--- src/rtl/emmc_tg_pkg.sv ---
// Shared types and helpers for the eMMC host traffic generator.
// Optional read-data checking is enabled by defining EMMC_TG_CHECK_EN.
package emmc_tg_pkg;

    typedef enum logic [1:0] {
        TG_ALT  = 2'd0,
        TG_INC  = 2'd1,
        TG_LFSR = 2'd2
    } tg_mode_e;

    typedef enum logic [1:0] {
        IDLE = 2'd0,
        WR   = 2'd1,
        RD   = 2'd2,
        DONE = 2'd3
    } tg_state_e;

    // Alternating pattern start value, 'h55 replicated; truncate to the data width.
    localparam logic [63:0] ALT_BASE = {8{8'h55}};

    // Right-shifting Galois LFSR tap masks (maximal-length polynomials) by width.
    function automatic logic [63:0] lfsr_taps(input int unsigned w);
        case (w)
            4:       return 64'hC;
            5:       return 64'h14;
            6:       return 64'h30;
            7:       return 64'h60;
            8:       return 64'hB8;
            9:       return 64'h110;
            10:      return 64'h240;
            12:      return 64'hE08;
            16:      return 64'hB400;
            32:      return 64'h8020_0003;
            default: return (64'd1 << (w - 1)) | 64'd1;
        endcase
    endfunction

    // Reserved encoding 3 falls back to the alternating pattern.
    function automatic tg_mode_e map_mode(input logic [1:0] m);
        case (m)
            2'd1:    return TG_INC;
            2'd2:    return TG_LFSR;
            default: return TG_ALT;
        endcase
    endfunction

endpackage

--- src/rtl/emmc_tg_pattern.sv ---
// Data pattern generator: loads the start value of a mode and advances one word per request.
module emmc_tg_pattern
    import emmc_tg_pkg::*;
#(
    parameter int unsigned DW        = 8,
    parameter int unsigned LFSR_SEED = 'h5A
) (
    input  logic          clk_i,
    input  logic          arst_i,
    input  logic          load_i,
    input  logic          adv_i,
    input  tg_mode_e      mode_i,
    output logic [DW-1:0] dat_o
);

    localparam logic [DW-1:0] ALT_START  = DW'(ALT_BASE);
    localparam logic [DW-1:0] LFSR_START = DW'(LFSR_SEED);
    localparam logic [DW-1:0] TAPS       = DW'(lfsr_taps(DW));

    function automatic logic [DW-1:0] start_of(input tg_mode_e m);
        case (m)
            TG_INC:  return '0;
            TG_LFSR: return LFSR_START;
            default: return ALT_START;
        endcase
    endfunction

    function automatic logic [DW-1:0] next_of(input tg_mode_e m, input logic [DW-1:0] v);
        case (m)
            TG_INC:  return v + DW'(1);
            TG_LFSR: return v[0] ? ((v >> 1) ^ TAPS) : (v >> 1);
            default: return ~v;
        endcase
    endfunction

    // Pattern register: load has priority over advance.
    always_ff @(posedge clk_i or posedge arst_i) begin
        if (arst_i) begin
            dat_o <= ALT_START;
        end else if (load_i) begin
            dat_o <= start_of(mode_i);
        end else if (adv_i) begin
            dat_o <= next_of(mode_i, dat_o);
        end
    end

endmodule

--- src/rtl/emmc_host_traffic_gen.sv ---
// Host-side traffic generator: write burst then read burst of equal length, per round.
// Define EMMC_TG_CHECK_EN to compare read data against the regenerated pattern.
module emmc_host_traffic_gen
    import emmc_tg_pkg::*;
#(
    parameter int unsigned DW        = 8,
    parameter int unsigned BURST_LEN = 4,
    parameter int unsigned ROUNDS    = 1,
    parameter int unsigned LFSR_SEED = 'h5A,
    parameter int unsigned ERR_W     = 16
) (
    input  logic             clk_i,
    input  logic             arst_i,
    input  logic             enable_i,
    input  logic [1:0]       mode_i,
    input  logic             host_ready_i,
    input  logic [DW-1:0]    host_rd_dat_i,
    output logic             host_start_o,
    output logic             host_we_o,
    output logic [DW-1:0]    host_wr_dat_o,
    output logic             busy_o,
    output logic             done_o,
    output logic [ERR_W-1:0] err_cnt_o
);

    localparam int unsigned WORD_W = (BURST_LEN > 1) ? $clog2(BURST_LEN) : 1;
    localparam logic [WORD_W-1:0] LAST_WORD = WORD_W'(BURST_LEN - 1);
    localparam logic [31:0] ROUND_LIMIT = 32'(ROUNDS);

    tg_state_e         state;
    tg_mode_e          mode_q;
    logic [WORD_W-1:0] word;
    logic [31:0]       round;

    logic     accept_c;
    logic     run_c;
    logic     wr_acc_c;
    logic     rd_acc_c;
    logic     last_c;
    logic     finish_c;
    tg_mode_e mode_sel_c;

    // Handshake decode; the pattern mode comes straight from mode_i only while loading.
    always_comb begin
        accept_c   = host_start_o && host_ready_i;
        run_c      = (state == IDLE) && enable_i;
        wr_acc_c   = (state == WR) && accept_c;
        rd_acc_c   = (state == RD) && accept_c;
        last_c     = (word == LAST_WORD);
        finish_c   = !enable_i || ((ROUND_LIMIT != 32'd0) && (round + 32'd1 == ROUND_LIMIT));
        mode_sel_c = (state == IDLE) ? map_mode(mode_i) : mode_q;
    end

    // Write data generator; not reloaded between rounds so each round carries fresh data.
    emmc_tg_pattern #(.DW(DW), .LFSR_SEED(LFSR_SEED)) u_wr_gen (
        .clk_i  (clk_i),
        .arst_i (arst_i),
        .load_i (run_c),
        .adv_i  (wr_acc_c),
        .mode_i (mode_sel_c),
        .dat_o  (host_wr_dat_o)
    );

    // Sequencer FSM with registered handshake and status outputs.
    always_ff @(posedge clk_i or posedge arst_i) begin
        if (arst_i) begin
            state        <= IDLE;
            mode_q       <= TG_ALT;
            word         <= '0;
            round        <= '0;
            host_start_o <= 1'b0;
            host_we_o    <= 1'b1;
            busy_o       <= 1'b0;
            done_o       <= 1'b0;
        end else begin
            case (state)
                IDLE: begin
                    if (enable_i) begin
                        state        <= WR;
                        mode_q       <= map_mode(mode_i);
                        word         <= '0;
                        round        <= '0;
                        host_start_o <= 1'b1;
                        host_we_o    <= 1'b1;
                        busy_o       <= 1'b1;
                    end
                end
                WR: begin
                    if (accept_c) begin
                        if (last_c) begin
                            state     <= RD;
                            word      <= '0;
                            host_we_o <= 1'b0;
                        end else begin
                            word <= word + WORD_W'(1);
                        end
                    end
                end
                RD: begin
                    if (accept_c) begin
                        if (last_c) begin
                            word      <= '0;
                            round     <= round + 32'd1;
                            host_we_o <= 1'b1;
                            if (finish_c) begin
                                state        <= DONE;
                                host_start_o <= 1'b0;
                                busy_o       <= 1'b0;
                                done_o       <= 1'b1;
                            end else begin
                                state <= WR;
                            end
                        end else begin
                            word <= word + WORD_W'(1);
                        end
                    end
                end
                DONE: begin
                    if (!enable_i) begin
                        state  <= IDLE;
                        done_o <= 1'b0;
                    end
                end
                default: state <= IDLE;
            endcase
        end
    end

`ifdef EMMC_TG_CHECK_EN
    logic [DW-1:0] chk_dat;

    // Check generator tracks the write generator and lags it by one burst.
    emmc_tg_pattern #(.DW(DW), .LFSR_SEED(LFSR_SEED)) u_chk_gen (
        .clk_i  (clk_i),
        .arst_i (arst_i),
        .load_i (run_c),
        .adv_i  (rd_acc_c),
        .mode_i (mode_sel_c),
        .dat_o  (chk_dat)
    );

    // Saturating mismatch counter, cleared when a new run starts.
    always_ff @(posedge clk_i or posedge arst_i) begin
        if (arst_i) begin
            err_cnt_o <= '0;
        end else if (run_c) begin
            err_cnt_o <= '0;
        end else if (rd_acc_c && (host_rd_dat_i != chk_dat) && (err_cnt_o != '1)) begin
            err_cnt_o <= err_cnt_o + ERR_W'(1);
        end
    end
`else
    logic unused_rd_dat;
    assign unused_rd_dat = ^host_rd_dat_i;
    assign err_cnt_o     = '0;
`endif

endmodule

--- config.mk ---
export PLATFORM = sky130hd
export DESIGN_NAME = emmc_host_traffic_gen
export DESIGN_NICKNAME = d
export VERILOG_FILES = /design/src/rtl/emmc_tg_pkg.sv /design/src/rtl/emmc_tg_pattern.sv /design/src/rtl/emmc_host_traffic_gen.sv
export SDC_FILE = /design/constraint.sdc
export NUM_CORES = 1
export LEC_CHECK = 0
export CORE_UTILIZATION = 24
export CTS_BUF_LIST = sky130_fd_sc_hd__clkbuf_4
export CTS_CLUSTER_SIZE = 28
export DETAILED_ROUTE_END_ITERATION = 8
export RECOVER_POWER = 25
export SLEW_MARGIN = 25
export SYNTH_ARGS = -nofsm -noshare
export SYNTH_HDL_FRONTEND = slang
export SYNTH_HIERARCHICAL = 1
export SYNTH_SLANG_ARGS = --single-unit
--- constraint.sdc ---
create_clock -name clk_i -period 2.9 [get_ports clk_i]
set_clock_uncertainty 0.2 [all_clocks]
set_input_delay 0.58 -clock clk_i [delete_from_list [all_inputs] [get_ports clk_i]]
set_output_delay 0.58 -clock clk_i [all_outputs]
set_load 0.01 [all_outputs]
==> impl_metrics.ini, run 1 <==
[detailed_routing]
wirelength_microns = 10200
num_vias = 3772
dr.pass1.iters = 7
drc = 2
ant_nets = 0
drt_iter0_markers = 270
wl_per_cell_microns = 13.6
routed_via_density = 5.06

[worst_setup_path]
start_kind = flop
r2r_start = round[0]
timing.rr.end = done_o
endpoint_kind = flop
worstSetupPathType = flop to flop
cp.required_ns = 3.01
r2r_slack_ns = 0.13
r2r_cells = 7
crit_fanout = 6
cp.arrival_ns = 2.89

[synth]
synth_area_sq_um = 4040
ys_seq_area_share_pct = 30.5
ys_warn_count = 6
async_flop_share_pct = 100
ys_types = 74
syn_avg_cell_area_sq_um = 8.11
ys_ff_latch = 49
synth_top_flop_cell = dfrtp_1
syn_inst = 498
synth-edff-count = 0

[timing]
rsz0062_at_grt = no
slew_headroom_pct = 25.5
hold_ws_ns = 0.294
tightest_slew_ns = 1.12
timing.fmax_mhz = 360
hold_viol = 0
fin_crit_ns = 2.77
drv_slew = 0
setup_violations = 0
period_share_pct = 95.7

[cells_and_area]
syn_to_final_growth_pct = 16.0
fin_cells = 746
final_util_pct = 28.3
fin_nets = 551
fill_cells = 1750
diodes = 0
drive_above_1_share_pct = 15.8

[floorplanning]
rows = 47
die-width_microns = 132
io_pins = 42
initial_core_util_pct = 24.4
coreArea_sq_um = 16500
die_h_microns = 132
dieArea_sq_um = 17300

[clock_network]
cts_made_buffers = 5
root_buffer = clkbuf_4
insertion_delay_ns = 0.40
cts-htree-levels = 2
cts_tree = done
cts.sinks = 49
clk_pin_slew_ns = 0.16
holdBufCountCts = 0
clk_path_buf_depth = 2

[power_and_ir_drop]
ir_worst_vdd_v = 0.000290
intPower_mw = 1.61
clkPwrFrac_pct = 12.5
power.switching_mw = 1.17
combPwrFrac_pct = 51.7
switching_share_pct = 42.0
seqPwrFrac_pct = 35.8
cellLeakagePower_nw = 1.90
pwr_density_cell_nw_per_um2 = 594

[min_path]
hold_start = host_we_o
hold_path_end = host_we_o
hold_depth = 2
hold_class = flop to flop

[run]
drv_cap = 0

[place]
place_congestion = 0.813
port_buffers = 17
hpwl_microns = 7210
dp.cells = 731

[outcome]
violations = design-rule violations
status = complete, but fails checks

[global_routing]
antenna_found_initial = 0
grt-ovfl-total = 0
grt_max_degree = 45
grtUsageTotal_pct = 12.0
grt_pass1_wl_microns = 17300
grt_pass1_vias = 3406
synth_stat cells, drive strengths merged (3+ instances only):
master | instances | area share [%]
nand2 | 51 | 4.7
o21ai | 47 | 5.8
dfrtp | 44 | 27
nor2 | 40 | 3.7
buf | 34 | 5.6
nand3 | 25 | 3.4
nand4 | 21 | 3.6
clkbuf | 20 | 1.9
inv | 20 | 1.9
a21oi | 18 | 2.2
nor3 | 14 | 2.0
ha | 12 | 3.7
and4 | 11 | 2.5
o31ai | 11 | 2.0
and3 | 9 | 1.4
a31oi | 8 | 1.2
nor2b | 8 | 1.2
nor4 | 8 | 1.8
xor2 | 7 | 1.5
a22oi | 6 | 1.1
dfstp | 5 | 3.3
mux2 | 5 | 1.4
o41ai | 5 | 1.1
xnor2 | 5 | 1.1
and2 | 4 | 0.62
o22ai | 4 | 0.62
a221oi | 3 | 0.65
a22o | 3 | 0.65
a311oi | 3 | 0.65
or3 | 3 | 0.46
or4 | 3 | 0.56
flip-flops by register name (all words and copies together), names as in the netlist:
name / count
busy_o: 1
u_wr_gen/dat_o: 8
host_we_o: 1
word: 2
round: 32
done_o: 1
state: 2
mode_q: 2
metal layers:
metal  share of wire (%)  wire [microns]  track usage [%]
met1                  50            5100             16.9
met2                  45            4610             18.8
met3                 2.8             287             1.58
met4                 1.7             169             3.81
met5                   0               0                0
critical path: stages, from the launching register on:
cell	delay [ns]
dfrtp_2	0.48
nand4_1	0.19
or4_4	0.53
xnor2_1	0.14
o41a_2	0.41
a2111oi_4	0.26
a41oi_2	0.20
o311ai_2	0.28
cell families after synthesis:
family	after synthesis	share of synthesized area (%)
and+or+nand+nor	209	28.4
AOI/OAI and AO/OA	134	23.5
buffers and inverters	74	9.33
DFF	49	30.5
adders and majority gates	12	3.72
xor gates and xnor gates	12	2.60
muxes	7	1.89
other	1	0.0929
worst max path at each step:
stage | endpoint | slack [ns] | cells past startpoint | start
2_1_floorplan | busy_o | 0.12 | 8 | round[2]
3_3_place_gp | busy_o | -0.007 | 7 | round[0]
3_5_place_dp | done_o | -0.06 | 7 | round[0]
4_1_cts | done_o | 0.02 | 7 | round[0]
5_1_grt | done_o | 0.006 | 7 | round[0]
6_report | done_o | 0.13 | 7 | round[0]
metrics by stage:
stage / worst slack, ns / instance area [sq um] / TNS, ns / power [mW]
4_1_cts: 0.0171 / 4590 / 0 / 2.80
3_5_place_dp: -0.0629 / 4540 / -0.121 / 2.43
3_3_place_gp: -0.00741 / 4540 / -0.00741 / 2.42
6_report: 0.125 / 4680 / 0 / 2.78
5_1_grt: 0.00567 / 4680 / 0 / 3.01
2_1_floorplan: 0.123 / 4090 / 0 / 1.96
timing repair:
| item | CTS | global route |
|---|---|---|
| endpoints found under the setup margin | 2 | 3 |
| setup buffers | 0 | 8 |
| resized for setup | 1 | 10 |
| pin swaps | 0 | 10 |
layout make-up:
| type | instances | area [sq um] | area share [%] |
|---|---|---|---|
| Clock buffer | 6 | 45.0 | 0.962 |
| Sequential cell | 49 | 1230 | 26.4 |
| Clock inverter | 2 | 10.0 | 0.214 |
| Inverter | 20 | 75.1 | 1.60 |
| Multi-Input combinational cell | 390 | 2520 | 53.9 |
| Tap cell | 220 | 275 | 5.88 |
| Timing Repair Buffer | 59 | 519 | 11.1 |
placed cells by master (no fill, tap or decap), drive strengths merged, types with 14 or more instances in the layout:
master         synthesis  layout
nand2                 51      51
o21ai                 47      47
dfrtp                 44      44
buf                   34      41
nor2                  40      40
nand3                 25      25
nand4                 21      21
inv                   20      20
a21oi                 18      18
conb                   1      16
clkdlybuf4s50          0      16
nor3                  14      14
power groups by stage:
| stage | Clock (mW) | Combinational [mW] | Sequential [mW] |
|---|---|---|---|
| 6_report | 0.348 | 1.44 | 0.996 |
| 3_5_place_dp | 0 | 1.42 | 1.01 |
| 2_1_floorplan | 0 | 0.981 | 0.981 |
| 5_1_grt | 0.382 | 1.61 | 1.02 |
| 3_3_place_gp | 0 | 1.41 | 1.01 |
| 4_1_cts | 0.371 | 1.43 | 0.996 |
(Power assumes the default switching activity.)
==> run 2, diff against run 1 <==
--- a/config.mk
+++ b/config.mk
@@ -9,6 +9,7 @@
 export CTS_BUF_LIST = sky130_fd_sc_hd__clkbuf_4
 export CTS_CLUSTER_SIZE = 28
 export DETAILED_ROUTE_END_ITERATION = 8
+export PLACE_DENSITY_LB_ADDON = 0.25
 export RECOVER_POWER = 25
 export SLEW_MARGIN = 25
 export SYNTH_ARGS = -nofsm -noshare
==> impl_metrics.ini, run 2 (synthesis gave the netlist of run 1 again) <==
[detailed_routing]
met1_length_microns = 5530
routed_via_density = 5.07
wl_met3_microns = 233
num_vias = 3819
drt_iter0_markers = 220
wl_met2_microns = 5050
maxUsedRoutingLayer = met4
wl_per_cell_microns = 14.6
dr.pass1.iters = 4
wirelength_microns = 11000
ant_nets = 0
drc = 0

[floorplanning]
dieArea_sq_um = 17300
die_h_microns = 132
coreArea_sq_um = 16500
io_pins = 42
initial_core_util_pct = 24.4
die-width_microns = 132
rows = 47

[power_and_ir_drop]
ir_worst_vdd_v = 0.000397
pwr_density_cell_nw_per_um2 = 600
cellLeakagePower_nw = 1.93

[timing]
drv_slew = 0
hold_ws_ns = 0.283
fin_crit_ns = 2.80
timing.fmax_mhz = 357
tightest_slew_ns = 1.08
period_share_pct = 96.6
setup_violations = 0
hold_viol = 0
slew_headroom_pct = 27.6
fin_ws_ns = 0.0996
rsz0062_at_grt = yes

[place]
place_congestion = 0.853
port_buffers = 17
hpwl_microns = 7920
place_ws_ns = -0.0589

[worst_setup_path]
critPathMaxStageDelay_ns = 0.55
cp.arrival_ns = 2.95
critical-path-slowest-cell = or4_4
endpoint_kind = flop
worstPathCellList = nand4_1 > or4_4 > xnor2_1 > o41a_2 > a2111oi_4 > a41oi_2 > o311ai_2
setup.worst_path.start = round[0]
crit_fanout = 4
start_kind = flop
worstSetupPathType = flop to flop
r2r_start = round[0]
cp.required_ns = 3.05

[cells_and_area]
layout_commonest_cell = nand2_1
layout_common_cells = 51 x nand2_1, 47 x o21ai_0, 45 x buf_4
regMostFlops = round
syn_to_final_growth_pct = 17.1
drive_above_1_share_pct = 16.2
fin_nets = 557
final_util_pct = 28.6
largestRegisters = round x32, u_wr_gen/dat_o x8
largest_register_ffs = 32

[clock_network]
cts_tree = done
cts_made_buffers = 5
clk_path_buf_depth = 2
insertion_delay_ns = 0.43
cts.sinks = 49
root_buffer = clkbuf_4
cts-htree-levels = 2
holdBufCountCts = 0
clk_pin_slew_ns = 0.18

[min_path]
hold_start = host_we_o
hold_class = flop to flop

[global_routing]
grt_pass1_vias = 3535
grt-ovfl-total = 0
grtUsageTotal_pct = 12.8
antenna_found_initial = 1
grt_max_degree = 45
grt_pass1_wl_microns = 18200

[run]
drv_cap = 0

[outcome]
status = finished, final reports clean
## run 2: area by class of cell
| type | count | area, sq um |
|---|---|---|
| fill | 1775 | 11800 |
| multi-input combinational | 390 | 2510 |
| sequential | 49 | 1230 |
| timing repair buffer | 65 | 568 |
| tap | 220 | 275 |
| inverter | 20 | 75.1 |
| clock buffer | 5 | 37.5 |
| clock inverter | 3 | 25.0 |
| antenna | 1 | 2.50 |
## run 2: report_power, final
group	total [mW]	internal (mW)	switching, mW
logic	1.47	0.696	0.774
registers	1.00	0.826	0.174
clock network	0.367	0.0991	0.268
total	2.84	1.62	1.22
## run 2: what timing repair did
item | 4_1_cts | 5_1_grt
setup buffers | 0 | 6
resized for setup | 0 | 6
endpoints found under the setup margin | 0 | 3
## run 2: stage by stage
step	std cells	instance area (sq um)	power [mW]	setup TNS, ns
2_1_floorplan	513	4090	1.96	0
3_3_place_gp	738	4590	2.45	-0.0261
3_5_place_dp	738	4590	2.48	-0.0812
4_1_cts	746	4650	2.86	0
5_1_grt	753	4730	3.08	-0.00891
6_report	753	4730	2.84	0
## run 2: final timing paths
path,end,slack [ns],cells past startpoint
hold reg to reg,host_we_o,0.28,2
max in group asynchronous,round[6],1.14,3
hold / removal,host_we_o,0.28,2
setup reg to reg,done_o,0.1,7
setup / recovery,done_o,0.1,7
min in group asynchronous,u_wr_gen/dat_o[1],0.37,2
## run 2: metal layers
metal | global-route usage [%] | vias to the layer above
li1 | - | 1882
met3 | 1.93 | 9
met4 | 4.13 | 0
met5 | 0 | -
met2 | 20.7 | 57
met1 | 17.6 | 1871
## run 2: critical path: cells and delay by family (launching register included)
| kind | cells | cell delay, ns |
|---|---|---|
| compound gates | 4 | 1.24 |
| xor+xnor | 1 | 0.13 |
| flops | 1 | 0.44 |
| simple gates | 2 | 0.70 |
==> run 3, diff against run 2 <==
--- a/config.mk
+++ b/config.mk
@@ -5,7 +5,7 @@
 export SDC_FILE = /design/constraint.sdc
 export NUM_CORES = 1
 export LEC_CHECK = 0
-export CORE_UTILIZATION = 24
+export CORE_UTILIZATION = 50
 export CTS_BUF_LIST = sky130_fd_sc_hd__clkbuf_4
 export CTS_CLUSTER_SIZE = 28
 export DETAILED_ROUTE_END_ITERATION = 8
==> impl_metrics.ini, run 3 (synthesis gave the netlist of run 1 again) <==
[timing]
drv_slew = 0
tightest_slew_ns = 1.04
rsz0062_at_grt = yes
slew_headroom_pct = 30.9
setup_violations = 0
hold_viol = 0
timing.fmax_mhz = 357
fin_crit_ns = 2.80
period_share_pct = 96.7

[power_and_ir_drop]
pwr_density_cell_nw_per_um2 = 637
seqPwrFrac_pct = 34.4
finalPower_mw = 2.87
clkPwrFrac_pct = 14.7
combPwrFrac_pct = 50.9
ir_worst_vdd_v = 0.000498
cellLeakagePower_nw = 1.88
switching_share_pct = 40.6
intPower_mw = 1.71
power.switching_mw = 1.16

[global_routing]
grtUsageTotal_pct = 24.2
grt_max_degree = 45
grt_pass1_wl_microns = 16900
grt_pass1_vias = 3573
antenna_found_initial = 0
grt-ovfl-total = 0

[worst_setup_path]
endpoint_kind = flop
cp.arrival_ns = 2.90
r2r_slack_ns = 0.1
setup.worst_path.start = round[1]
crit_fanout = 6
r2r_start = round[1]
cp.required_ns = 3.00
worstSetupPathType = flop to flop
start_kind = flop

[cells_and_area]
layout_common_cells = 51 x nand2_1, 47 x o21ai_0, 42 x dfrtp_1
fin_nets = 548
largest_register_ffs = 32
register_area_sq_um = 1230
multi_input_area_sq_um = 2500
diodes = 0
regMostFlops = round
drive_above_1_share_pct = 14.7
largestRegisters = round x32, u_wr_gen/dat_o x8
fill_cells = 693
fin_cells = 625
layout_commonest_cell = nand2_1
syn_to_final_growth_pct = 11.7

[floorplanning]
die_h_microns = 91.9
io_pins = 42
dieArea_sq_um = 8440
initial_core_util_pct = 52.0
die-width_microns = 91.9
rows = 32
coreArea_sq_um = 7770

[clock_network]
cts_made_buffers = 5
cts-htree-levels = 2
cts.sinks = 49
root_buffer = clkbuf_4
clk_path_buf_depth = 2
clk_pin_slew_ns = 0.16
insertion_delay_ns = 0.38
cts_tree = done
holdBufCountCts = 0

[place]
place_congestion = 0.867
hpwl_microns = 6950
dp.cells = 615
port_buffers = 17

[detailed_routing]
drt_iter0_markers = 329
ant_nets = 0
dr.pass1.iters = 5
wl_per_cell_microns = 15.7
num_vias = 3864
routed_via_density = 6.18
drc = 0
wirelength_microns = 9820

[min_path]
hold_class = flop to flop
hold_start = host_we_o

[outcome]
status = finished, final reports clean

[run]
drv_cap = 0
run 3: layer usage:
layer	GRT usage, %	vias to the layer above	part of all wire [%]
met5	0	-	0
met4	7.42	0	1.9
met3	3.07	18	4.8
met2	39.5	126	46
met1	33.4	1854	47
li1	-	1866	-
run 3: final timing paths:
check	to	depth (start not counted)
max in group asynchronous	round[0]	3
min	host_we_o	2
min reg2reg	host_we_o	2
max	done_o	8
min in group asynchronous	u_wr_gen/dat_o[1]	2
max reg2reg	done_o	8
run 3: power by group through the flow:
stage          sequential (mW)  clock, mW  combinational, mW
6_report                 0.988      0.422               1.46
5_1_grt                   1.02      0.456               1.63
4_1_cts                  0.983      0.435               1.45
3_5_place_dp             0.994          0               1.43
3_3_place_gp             0.989          0               1.41
2_1_floorplan            0.981          0              0.981
run 3: critical path, stage by stage, from the launching register on:
cell and delay (ns):
dfrtp_2 0.48, ha_4 0.19, nand4_1 0.20, nand4_1 0.20, a2111oi_4 0.43, o221ai_2 0.18
a2111oi_4 0.37, a41oi_2 0.20, o311ai_2 0.29
run 3: layout make-up:
| type | count | share of cell area (%) |
|---|---|---|
| Clock buffer | 6 | 0.999 |
| Clock inverter | 2 | 0.777 |
| Inverter | 20 | 1.66 |
| Multi-Input combinational cell | 390 | 55.5 |
| Sequential cell | 49 | 27.4 |
| Tap cell | 102 | 2.83 |
| Timing Repair Buffer | 56 | 10.8 |
run 3: what timing repair did:
action,in CTS,in global routing
setup buffers,0,3
endpoints found under the hold margin,0,0
gates resized for setup,0,7
setup endpoints to repair,0,4
run 3: stage by stage:
stage               TNS [ns]  worst slack [ns]  instance area, sq um  hold slack, ns  util (%)
floorplan                  0             0.123                  4090           0.193         -
global placement           0           0.00819                  4390           0.260      56.6
detailed placement   -0.0332           -0.0332                  4390           0.259      56.6
CTS                        0            0.0469                  4470           0.266      57.6
global route         -0.0560           -0.0497                  4510           0.338      58.1
finish                     0            0.0969                  4510           0.284      58.1
